$ cat src/rtl/wb_ex_commit_pkg.sv
// Shared definitions for the writeback/exception-commit stage:
// exception codes, CP0 register addresses and the MEM->WB bus layout.
package wb_ex_commit_pkg;

  localparam logic [4:0] EX_INT  = 5'd0;
  localparam logic [4:0] EX_ADEL = 5'd4;
  localparam logic [4:0] EX_ADES = 5'd5;
  localparam logic [4:0] EX_SYS  = 5'd8;
  localparam logic [4:0] EX_BP   = 5'd9;
  localparam logic [4:0] EX_RI   = 5'd10;
  localparam logic [4:0] EX_OV   = 5'd12;

  // CP0 addresses are {rd[4:0], sel[2:0]}
  localparam logic [7:0] CR_BADVADDR = {5'd8,  3'd0};
  localparam logic [7:0] CR_COUNT    = {5'd9,  3'd0};
  localparam logic [7:0] CR_COMPARE  = {5'd11, 3'd0};
  localparam logic [7:0] CR_STATUS   = {5'd12, 3'd0};
  localparam logic [7:0] CR_CAUSE    = {5'd13, 3'd0};
  localparam logic [7:0] CR_EPC      = {5'd14, 3'd0};

  typedef struct packed {
    logic [31:0] pc;
    logic        ex;
    logic [4:0]  excode;
    logic        bd;
    logic [31:0] badvaddr;
    logic        eret;
    logic        mtc0;
    logic        mfc0;
    logic [7:0]  cp0_addr;
    logic [31:0] rt_value;
    logic        gr_we;
    logic [4:0]  dest;
    logic [31:0] result;
  } ms_to_ws_t;

  localparam int MS_TO_WS_BUS_WD = $bits(ms_to_ws_t);

  // EPC points at the branch for delay-slot instructions; wraps mod 2^32
  function automatic logic [31:0] epc_of(input logic bd, input logic [31:0] pc);
    return bd ? (pc - 32'd4) : pc;
  endfunction

endpackage

$ cat src/rtl/wb_ex_commit_arbiter.sv
// Exception priority and strobe gating for the WB commit point.
// A taken interrupt overrides any exception carried down the pipe, and any
// exception suppresses the architectural side effects of the instruction.
module wb_ex_arbiter
  import wb_ex_commit_pkg::*;
(
  input  logic       ws_valid,
  input  logic       int_pending,
  input  logic       ex,
  input  logic [4:0] excode,
  input  logic       eret,
  input  logic       mtc0,
  input  logic       gr_we,
  output logic       wb_ex,
  output logic [4:0] wb_excode,
  output logic       eret_flush,
  output logic       mtc0_we,
  output logic       rf_we
);

  logic int_taken;

  // Interrupt wins over latched exception; side effects only without exception
  always_comb begin
    int_taken  = ws_valid & int_pending;
    wb_ex      = ws_valid & (int_taken | ex);
    wb_excode  = int_taken ? EX_INT : excode;
    eret_flush = ws_valid & eret  & ~wb_ex;
    mtc0_we    = ws_valid & mtc0  & ~wb_ex;
    rf_we      = ws_valid & gr_we & ~wb_ex;
  end

endmodule

$ cat src/rtl/wb_ex_commit.sv
// Writeback pipeline register and exception commit point, feeding CP0.
// Optional macro WB_DEBUG_TRACE_EN adds the debug_wb_* trace outputs.
module wb_ex_commit
  import wb_ex_commit_pkg::*;
#(
  parameter logic [31:0] PC_RESET = 32'hbfc0_0000
) (
  input  logic        clk,
  input  logic        reset,
  input  logic        ms_to_ws_valid,
  output logic        ws_allowin,
  input  logic [31:0] ms_pc,
  input  logic        ms_ex,
  input  logic [4:0]  ms_excode,
  input  logic        ms_bd,
  input  logic [31:0] ms_badvaddr,
  input  logic        ms_eret,
  input  logic        ms_mtc0,
  input  logic        ms_mfc0,
  input  logic [7:0]  ms_cp0_addr,
  input  logic [31:0] ms_rt_value,
  input  logic        ms_gr_we,
  input  logic [4:0]  ms_dest,
  input  logic [31:0] ms_result,
  input  logic        int_pending,
  input  logic [31:0] cp0_rdata,
  output logic        wb_ex,
  output logic [4:0]  wb_excode,
  output logic        wb_bd,
  output logic [31:0] wb_epc,
  output logic [31:0] wb_badvaddr,
  output logic        eret_flush,
  output logic        mtc0_we,
  output logic [7:0]  cp0_addr,
  output logic [31:0] cp0_wdata,
  output logic        rf_we,
  output logic [4:0]  rf_waddr,
  output logic [31:0] rf_wdata,
`ifdef WB_DEBUG_TRACE_EN
  output logic [31:0] debug_wb_pc,
  output logic [3:0]  debug_wb_rf_wen,
  output logic [4:0]  debug_wb_rf_wnum,
  output logic [31:0] debug_wb_rf_wdata,
`endif
  output logic        ws_flush
);

  localparam ms_to_ws_t WS_RESET = '{pc: PC_RESET, default: '0};

  logic [MS_TO_WS_BUS_WD-1:0] ms_to_ws_bus;
  ms_to_ws_t                  ws_data_reg;
  logic                       ws_valid_reg;
  logic                       ws_ready_go;

  assign ms_to_ws_bus = {ms_pc, ms_ex, ms_excode, ms_bd, ms_badvaddr, ms_eret,
                         ms_mtc0, ms_mfc0, ms_cp0_addr, ms_rt_value, ms_gr_we,
                         ms_dest, ms_result};

  assign ws_ready_go = 1'b1;
  assign ws_allowin  = ~ws_valid_reg | ws_ready_go;

  // Valid bit: a flush kills both the current and the incoming instruction
  always_ff @(posedge clk or negedge reset) begin
    if (!reset) begin
      ws_valid_reg <= 1'b0;
    end else if (ws_flush) begin
      ws_valid_reg <= 1'b0;
    end else if (ws_allowin) begin
      ws_valid_reg <= ms_to_ws_valid;
    end
  end

  // Field register: loads only on an accepted, non-flushed handshake
  always_ff @(posedge clk or negedge reset) begin
    if (!reset) begin
      ws_data_reg <= WS_RESET;
    end else if (ws_allowin && ms_to_ws_valid && !ws_flush) begin
      ws_data_reg <= ms_to_ws_t'(ms_to_ws_bus);
    end
  end

  wb_ex_arbiter u_arbiter (
    .ws_valid    (ws_valid_reg),
    .int_pending (int_pending),
    .ex          (ws_data_reg.ex),
    .excode      (ws_data_reg.excode),
    .eret        (ws_data_reg.eret),
    .mtc0        (ws_data_reg.mtc0),
    .gr_we       (ws_data_reg.gr_we),
    .wb_ex       (wb_ex),
    .wb_excode   (wb_excode),
    .eret_flush  (eret_flush),
    .mtc0_we     (mtc0_we),
    .rf_we       (rf_we)
  );

  // Data paths toward CP0 and the register file
  always_comb begin
    wb_bd       = ws_data_reg.bd;
    wb_epc      = epc_of(ws_data_reg.bd, ws_data_reg.pc);
    wb_badvaddr = ws_data_reg.badvaddr;
    cp0_addr    = ws_data_reg.cp0_addr;
    cp0_wdata   = ws_data_reg.rt_value;
    rf_waddr    = ws_data_reg.dest;
    rf_wdata    = ws_data_reg.mfc0 ? cp0_rdata : ws_data_reg.result;
    ws_flush    = wb_ex | eret_flush;
  end

`ifdef WB_DEBUG_TRACE_EN
  // Trace view of the commit; PC is masked so it reads 0 while in reset
  always_comb begin
    debug_wb_pc       = reset ? ws_data_reg.pc : 32'd0;
    debug_wb_rf_wen   = {4{rf_we}};
    debug_wb_rf_wnum  = rf_waddr;
    debug_wb_rf_wdata = rf_wdata;
  end
`endif

endmodule
$ cat config.mk
export PLATFORM = sky130hd
export DESIGN_NAME = wb_ex_commit
export DESIGN_NICKNAME = d
export VERILOG_FILES = /design/src/rtl/wb_ex_commit_pkg.sv /design/src/rtl/wb_ex_commit_arbiter.sv /design/src/rtl/wb_ex_commit.sv
export SDC_FILE = /design/constraint.sdc
export NUM_CORES = 1
export LEC_CHECK = 0
export CORE_ASPECT_RATIO = 0.9
export CORE_UTILIZATION = 45
export DETAILED_ROUTE_END_ITERATION = 10
export PLACE_DENSITY_LB_ADDON = 0.05
export SETUP_SLACK_MARGIN = 0.1
export SYNTH_ARGS = -nofsm -noshare
export SYNTH_HDL_FRONTEND = slang
export SYNTH_SLANG_ARGS = --single-unit
export TNS_END_PERCENT = 20
$ cat constraint.sdc
create_clock -name clk -period 5.4 [get_ports clk]
set_input_delay 1.08 -clock clk [delete_from_list [all_inputs] [get_ports clk]]
set_output_delay 1.08 -clock clk [all_outputs]
set_load 0.03 [all_outputs]
Word level (Yosys, flattened, before mapping)
Cells that the tools add are included.
{"block": "classes", "add_sub_neg": 1, "mux": 4, "n_bitwise": 11, "n_reduce_logical": 2}
{"op": "32-bit 2-to-1 mux", "count": 2}
{"op": "32-bit by 3-bit subtractor with 32-bit output, second input constant", "count": 1}
{"op": "1-bit bitwise AND", "count": 8}
{"op": "5-bit 2-to-1 mux", "count": 1}
{"op": "1-bit bitwise OR", "count": 2}
{"op": "1-bit logical AND", "count": 1}
{"op": "1-bit zero test", "count": 1}
{"op": "1-bit 2-to-1 mux", "count": 1}
{"op": "1-bit NOT", "count": 1}
{"block": "totals", "ff_bits": 153, "input_bits": 188, "output_inout_bits": 153}

Depth between registers and ports, before layout
Gate-level depths: netlist of the first run.
{"block": "depth", "word_depth": 8, "mapped_depth": 6, "ltp_nobuf": 5}

Cells and area by module
A second synthesis of the first run with hierarchy kept.
{"block": "unflattened", "cells_unflattened": 536, "area_unflattened_um2": 7322.0}
{"module": "wb_ex_commit", "n_inst": 1, "cells_per_inst": 527, "area_per_inst_um2": 7239.4, "seq_area_each_um2": 3839.9}
{"module": "wb_ex_arbiter", "n_inst": 1, "cells_per_inst": 9, "area_per_inst_um2": 82.6, "seq_area_each_um2": 0.0}

Worst setup path before layout of the first run
OpenSTA, ideal clock, no wires.
{"block": "synth_path", "path_kind": "reg-to-output", "start": "reg ws_data_reg[132] (netlist name)", "end": "out wb_epc[27]", "t_arrival_ns": 2.332, "t_required_ns": 4.320, "slack_ns": 1.988, "stages_incl_launch_ff": 7, "n_path_buf": 2, "path_cell_list": "dfrtp_1 > or4_4 > or4_1 > buf_6 > buf_12 > nor3_4 > xor2_1"}
{"block": "synth_via", "elab_chain_cells": 2}
{"element": "from (decl)", "line": "wb_ex_commit.sv:51", "rtl": "ms_to_ws_t ws_data_reg;"}
{"element": "from (signal assigned)", "line": "wb_ex_commit.sv:78", "rtl": "ws_data_reg <= ms_to_ws_t'(ms_to_ws_bus);"}
{"element": "32-bit by 3-bit subtractor with 32-bit output", "line": "wb_ex_commit_pkg.sv:41", "rtl": "return bd ? (pc - 32'd4) : pc;"}
{"element": "32-bit 2-to-1 mux", "line": "wb_ex_commit_pkg.sv:41"}
{"element": "to (decl)", "line": "wb_ex_commit.sv:30", "rtl": "output logic [31:0] wb_epc,"}
Every way passes these cells.

Worst setup path in the final report of the first run
{"block": "layout_path", "start": "reg ws_data_reg[132] (netlist name)", "end": "out wb_epc[31]"}
The elaborated chain is that of the path after synthesis.

==> flow_metrics.env, run 1 <==
export IMPL_ys_flop_type="dfrtp_1"
export IMPL_netlist_area_sq_um=7380
export IMPL_cts_htree_levels=4
export IMPL_outcome="completed"
export IMPL_drt_initial_drc_count=235
export IMPL_syn_nets=729
export IMPL_synth_warning_count=0
export IMPL_cap_violations=0
export IMPL_die_h_um=123
export IMPL_grt_usage=0.222
export IMPL_dp_cells=984
export IMPL_routed_via_density=4.93
export IMPL_cts_made_buffers=17
export IMPL_n_fill_cell=1176
export IMPL_ios=341
export IMPL_grt_overflow_total=0
export IMPL_leakagePower_nw=4.38
export IMPL_antenna_found_initial=1
export IMPL_rows=44
export IMPL_synth_seq_cells=153
export IMPL_multi_input_area_sq_um=2800
export IMPL_required_ns=4.32
export IMPL_async_flop_share=1.00
export IMPL_grt_pass1_wl_um=27600
export IMPL_die_x_um=137
export IMPL_fmaxAchievable_mhz=219
export IMPL_routed_wl_um=18400
export IMPL_drc=0
export IMPL_worst_setup_path_end_kind="primary output"
export IMPL_cp_num_buf_inv=1
export IMPL_stdcell_area_sq_um=10900
export IMPL_max_vdd_ir_drop_uv=263
export IMPL_path_clk_slew_ns=0.06
export IMPL_cts_tree="yes"
export IMPL_ys_seq_area_frac=0.520
export IMPL_ys_top_cells_by_area="dfrtp_1 (49%), mux2_2 (28%), buf_4 (8.1%)"
export IMPL_synthTopCellsByCount="mux2_2 (182), dfrtp_1 (144), buf_4 (80)"
export IMPL_ys_types=39
export IMPL_yosys_area_top_type_share=0.488
export IMPL_synth_edf_count=0
export IMPL_fin_skew_ns=0.0100
export IMPL_cts_sinks=153
export IMPL_first_global_vias=5265
export IMPL_design_core_area_sq_um=16100
export IMPL_powerDensity_nw_per_um2=381
export IMPL_layout_drive_gt1_share=0.305
export IMPL_hpwl_um=13800
export IMPL_dieArea_sq_um=16900
export IMPL_grt_start_max_net_pins=109
export IMPL_max_stage_delay_ns=0.81
export IMPL_path_cells="or4_4 > or4_1 > nor4_2 > xor2_1 > clkdlybuf4s50_1"
export IMPL_clock_latency_ns=0.42
export IMPL_synthCells=540
export IMPL_final_cells=1017
export IMPL_cp_arrival_ns=3.49
export IMPL_clockBufferDepth=2
export IMPL_final_util=0.681
export IMPL_cts_root_buffer="clkbuf_16"
export IMPL_min_period_ns=4.57
export IMPL_crit_slowest_cell="or4_1"
export IMPL_worst_pin_slew_ns=0.969
export IMPL_hold_viol_final=0
export IMPL_largest_reg_flops=74
export IMPL_cts_setup_buffers=0
export IMPL_critical_path_top_delay_family="simple AND/OR/NAND/NOR gates"
export IMPL_register_area_sq_um=3840
export IMPL_synth_top_area_cell="dfrtp_1"
export IMPL_hp_class="register to register"
export IMPL_avgSynthCellArea_sq_um=13.7
export IMPL_start_util=0.459
export IMPL_first_pass_iters=6
export IMPL_synthToLayoutAreaGrowth_pct=48.3
export IMPL_cts_hold_buf=0
export IMPL_port_buffers=339
export IMPL_setup_viol=0
export IMPL_post_cts_resized=0
export IMPL_worstSetupStartpointType="register"
export IMPL_nets=985
export IMPL_path_class="register to primary output"
export IMPL_rsz0062_at_grt="no"
export IMPL_relSlewSlack=0.354
export IMPL_tns_ns=0
export IMPL_place_area_sq_um=10400
export IMPL_slew_viol_final=0
export IMPL_vias=5018
export IMPL_timing_final_crit_share=0.847
export IMPL_wl_per_cell_um=18.1
export IMPL_worst_path_max_fanout=15
export IMPL_gp_congestion=0.864
export IMPL_final_antenna_net_count=0
export IMPL_synth_most_common_cell="mux2_2"
metrics by stage:
step           setup slack [ns]  hold slack (ns)  power, mW
3_5_place_dp               1.24            0.491       3.03
4_1_cts                   0.775            0.504       4.22
5_1_grt                   0.657            0.523       4.35
2_1_floorplan              1.99            0.472       2.49
6_report                  0.826            0.498       4.17
3_3_place_gp               1.30            0.482       2.99
path summary, 6_finish.rpt:
path	start	to	slack, ns	depth (start not counted)
setup / recovery	ws_data_reg[132]$_DFFE_PN0P_	wb_epc[31]	0.83	5
hold / removal	ws_data_reg[114]$_DFFE_PN0P_	ws_data_reg[114]$_DFFE_PN0P_	0.50	1
min in group asynchronous	reset	wb_badvaddr[19]$_DFFE_PN0P_	0.78	1
hold reg to reg	ws_data_reg[114]$_DFFE_PN0P_	ws_data_reg[114]$_DFFE_PN0P_	0.50	1
setup reg to reg	ws_data_reg[119]$_DFFE_PN0P_	cp0_wdata[15]$_DFFE_PN0P_	3.15	4
max in group asynchronous	reset	ws_data_reg[80]$_DFFE_PN0P_	3.43	2
report_power, final:
group          internal (mW)  total, mW  leakage [nW]  switching (mW)
Sequential              1.36       1.51          1.78           0.146
Combinational          0.741       1.49          2.33           0.748
Clock                  0.694       1.17         0.279           0.479
logic make-up after synthesis:
kind of cell / share of synthesized area
multiplexers: 0.278
AND/OR/NAND/NOR: 0.0622
flip-flops: 0.520
other: 0.000508
buffers and inverters: 0.100
adder cells (fa/ha/maj): 0.00170
AO/OA/AOI/OAI: 0.00305
XOR/XNOR: 0.0344
placed cells by master, fill, tap and decap left out, types with 6 or more instances in the layout:
master,synthesis,routed
xnor2_1,6,6
dfrtp_1,144,144
mux2_2,182,182
xor2_1,23,23
nor2_1,7,7
clkdlybuf4s50_1,0,338
nor3_2,7,7
nand2_1,6,6
dfstp_2,9,9
clkbuf_16,0,17
layer usage:
metal  share of wire  up-vias  track usage  wire length (um)
li1                -     2311            -                 -
met1            0.36     2484        0.244              6660
met2            0.52      199        0.384              9590
met3           0.097       24       0.0894              1780
met4           0.022        0       0.0859               410
met5               0        -            0                 0
cell type report:
type | count | share of cell area
antenna | 1 | 0.000229
sequential | 153 | 0.351
tap | 207 | 0.0237
timing repair buffer | 343 | 0.314
multi-input combinational | 278 | 0.256
clock inverter | 14 | 0.0136
clock buffer | 18 | 0.0401
inverter | 3 | 0.00103
Power figures use the tool's default switching activity.
==> run 2, diff against run 1 <==
--- a/config.mk
+++ b/config.mk
@@ -6,7 +6,7 @@
 export NUM_CORES = 1
 export LEC_CHECK = 0
 export CORE_ASPECT_RATIO = 0.9
-export CORE_UTILIZATION = 45
+export CORE_UTILIZATION = 42
 export DETAILED_ROUTE_END_ITERATION = 10
 export PLACE_DENSITY_LB_ADDON = 0.05
 export SETUP_SLACK_MARGIN = 0.1
==> constraint.sdc (replaced) <==
create_clock -name clk -period 4.45 [get_ports clk]
set_input_delay 0.89 -clock clk [delete_from_list [all_inputs] [get_ports clk]]
set_output_delay 0.89 -clock clk [all_outputs]
set_load 0.03 [all_outputs]
==> run 2 against run 1 <==
Design area grew 0.62%. Critical path depth stayed put. Clock skew shrank 0.00097 ns. Global-route usage fell by 1.5 points. Clock-buffer cell count increased by 1. Worst setup slack worse by 0.49 ns. Final cell count rose by 3.0%. Register-to-register slack worse by 1.0 ns. Non-clock buffer count is 3 higher. Critical endpoint is now wb_epc[25]. Largest cell class unchanged. Highest routed layer unchanged.
==> flow_metrics.env, run 2 (synthesis results as in run 1) <==
export IMPL_die_x_um=142
export IMPL_drt_initial_drc_count=179
export IMPL_setup_viol=0
export IMPL_hold_viol_final=0
export IMPL_cts_sinks=153
export IMPL_nets=988
export IMPL_cts_made_buffers=17
export IMPL_min_period_ns=4.11
export IMPL_wl_per_cell_um=17.4
export IMPL_first_pass_iters=4
export IMPL_required_ns=3.56
export IMPL_cts_root_buffer="clkbuf_16"
export IMPL_final_common_cell="clkdlybuf4s50_1"
export IMPL_leakagePower_nw=4.40
export IMPL_path_class="register to primary output"
export IMPL_final_antenna_net_count=0
export IMPL_hpwl_um=13800
export IMPL_swShare=0.327
export IMPL_rows=45
export IMPL_design_core_area_sq_um=17000
export IMPL_clock_latency_ns=0.42
export IMPL_worst_path_max_fanout=15
export IMPL_drc=0
export IMPL_gp_congestion=0.785
export IMPL_dp_cells=1015
export IMPL_largest_reg_flops=74
export IMPL_layout_drive_gt1_share=0.309
export IMPL_grt_usage=0.207
export IMPL_timing_final_crit_share=0.924
export IMPL_cp_arrival_ns=3.22
export IMPL_synthToLayoutAreaGrowth_pct=49.2
export IMPL_slew_viol_final=0
export IMPL_p_clk_frac=0.281
export IMPL_die_h_um=128
export IMPL_hp_class="register to register"
export IMPL_fin_skew_ns=0.00906
export IMPL_clockBufferDepth=2
export IMPL_cap_violations=0
export IMPL_fin_hold_ws_ns=0.504
export IMPL_grt_start_max_net_pins=110
export IMPL_powerDensity_nw_per_um2=459
export IMPL_final_util=0.647
export IMPL_final_cells=1048
export IMPL_start_util=0.434
export IMPL_cts_htree_levels=4
export IMPL_worst_pin_slew_ns=0.976
export IMPL_tns_ns=0
export IMPL_outcome="completed"
export IMPL_grt_overflow_total=0
export IMPL_ios=341
export IMPL_routed_wl_um=18200
export IMPL_dieArea_sq_um=18100
export IMPL_p_sw_mw=1.65
export IMPL_cts_hold_buf=0
export IMPL_cts_setup_buffers=0
export IMPL_cts_tree="yes"
export IMPL_pwr_share_seq=0.362
export IMPL_rsz0062_at_grt="no"
export IMPL_relSlewSlack=0.350
export IMPL_power_internal_mw=3.40
export IMPL_vias=4908
export IMPL_n_fill_cell=1324
export IMPL_most_common_layout_cells="clkdlybuf4s50_1 (338), mux2_2 (182), dfrtp_1 (144)"
export IMPL_worst_setup_path_end_kind="primary output"
export IMPL_first_global_vias=5161
export IMPL_grt_pass1_wl_um=28300
export IMPL_port_buffers=339
export IMPL_path_clk_slew_ns=0.06
export IMPL_antenna_found_initial=1
export IMPL_combPwrFrac=0.357
export IMPL_register_area_sq_um=3840
export IMPL_routed_via_density=4.68
export IMPL_max_vdd_ir_drop_uv=273
export IMPL_fmaxAchievable_mhz=243
export IMPL_multi_input_area_sq_um=2810
export IMPL_worstSetupStartpointType="register"
-- run 2: cell count changes in the layout (fill, tap and decap cells not counted), sizes merged --
cell      delta
buf          +3
clkbuf       +1
clkinv       +2
clkinvlp     -2
inv          -1
-- run 2: through the flow --
stage | power (mW) | setup WS [ns] | instance area, sq um
floorplan | 3.02 | 1.23 | 7380
global placement | 3.64 | 0.525 | 10400
detailed placement | 3.67 | 0.467 | 10400
CTS | 5.11 | 0.216 | 11000
global route | 5.28 | 0.215 | 11000
finish | 5.05 | 0.340 | 11000
-- run 2: per-layer routing --
metal	vias to the layer above	global-route usage	routed length, um
met5	-	0	0
met4	0	0.0588	196
met3	10	0.0777	1470
met2	195	0.353	9340
met1	2386	0.243	7210
li1	2317	-	-
-- run 2: power by group through the flow --
| stage | logic (mW) | clock network [mW] | registers [mW] |
|---|---|---|---|
| after floorplan | 1.22 | 0 | 1.80 |
| after global placement | 1.80 | 0 | 1.84 |
| after detailed placement | 1.81 | 0 | 1.85 |
| after CTS | 1.82 | 1.46 | 1.83 |
| after global routing | 1.89 | 1.52 | 1.87 |
| final | 1.81 | 1.42 | 1.83 |
-- run 2: repair_timing --
item / in CTS / in global routing
endpoints found under the setup margin: 6 / 3
gates resized for setup: 1 / 1
pin swaps: 0 / 0
-- run 2: layout make-up --
cell class	count	area share
tap	235	0.0267
clock inverter	13	0.0133
clock buffer	19	0.0402
multi-input combinational	278	0.255
timing repair buffer	346	0.314
sequential	153	0.349
inverter	3	0.00102
antenna	1	0.000227
-- run 2: final timing paths --
| path | depth (start not counted) | endpoint | startpoint | slack (ns) |
|---|---|---|---|---|
| hold reg to reg | 1 | ws_data_reg[17]$_DFFE_PN0P_ | ws_data_reg[17]$_DFFE_PN0P_ | 0.50 |
| hold / removal | 1 | ws_data_reg[17]$_DFFE_PN0P_ | ws_data_reg[17]$_DFFE_PN0P_ | 0.50 |
| max in group asynchronous | 2 | cp0_addr[3]$_DFFE_PN0P_ | reset | 2.90 |
| min in group asynchronous | 1 | cp0_wdata[1]$_DFFE_PN0P_ | reset | 0.57 |
| setup reg to reg | 4 | cp0_wdata[15]$_DFFE_PN0P_ | ws_data_reg[119]$_DFFE_PN0P_ | 2.15 |
| setup / recovery | 5 | wb_epc[25] | ws_data_reg[132]$_DFFE_PN0P_ | 0.34 |
-- run 2: worst max-delay path, cell delays in order, from the launching register on --
cell             delay (ns)
dfrtp_1                0.42
or4_4                  0.59
or4_4                  0.60
nor4_2                 0.32
xor2_1                 0.19
clkdlybuf4s50_1        0.69
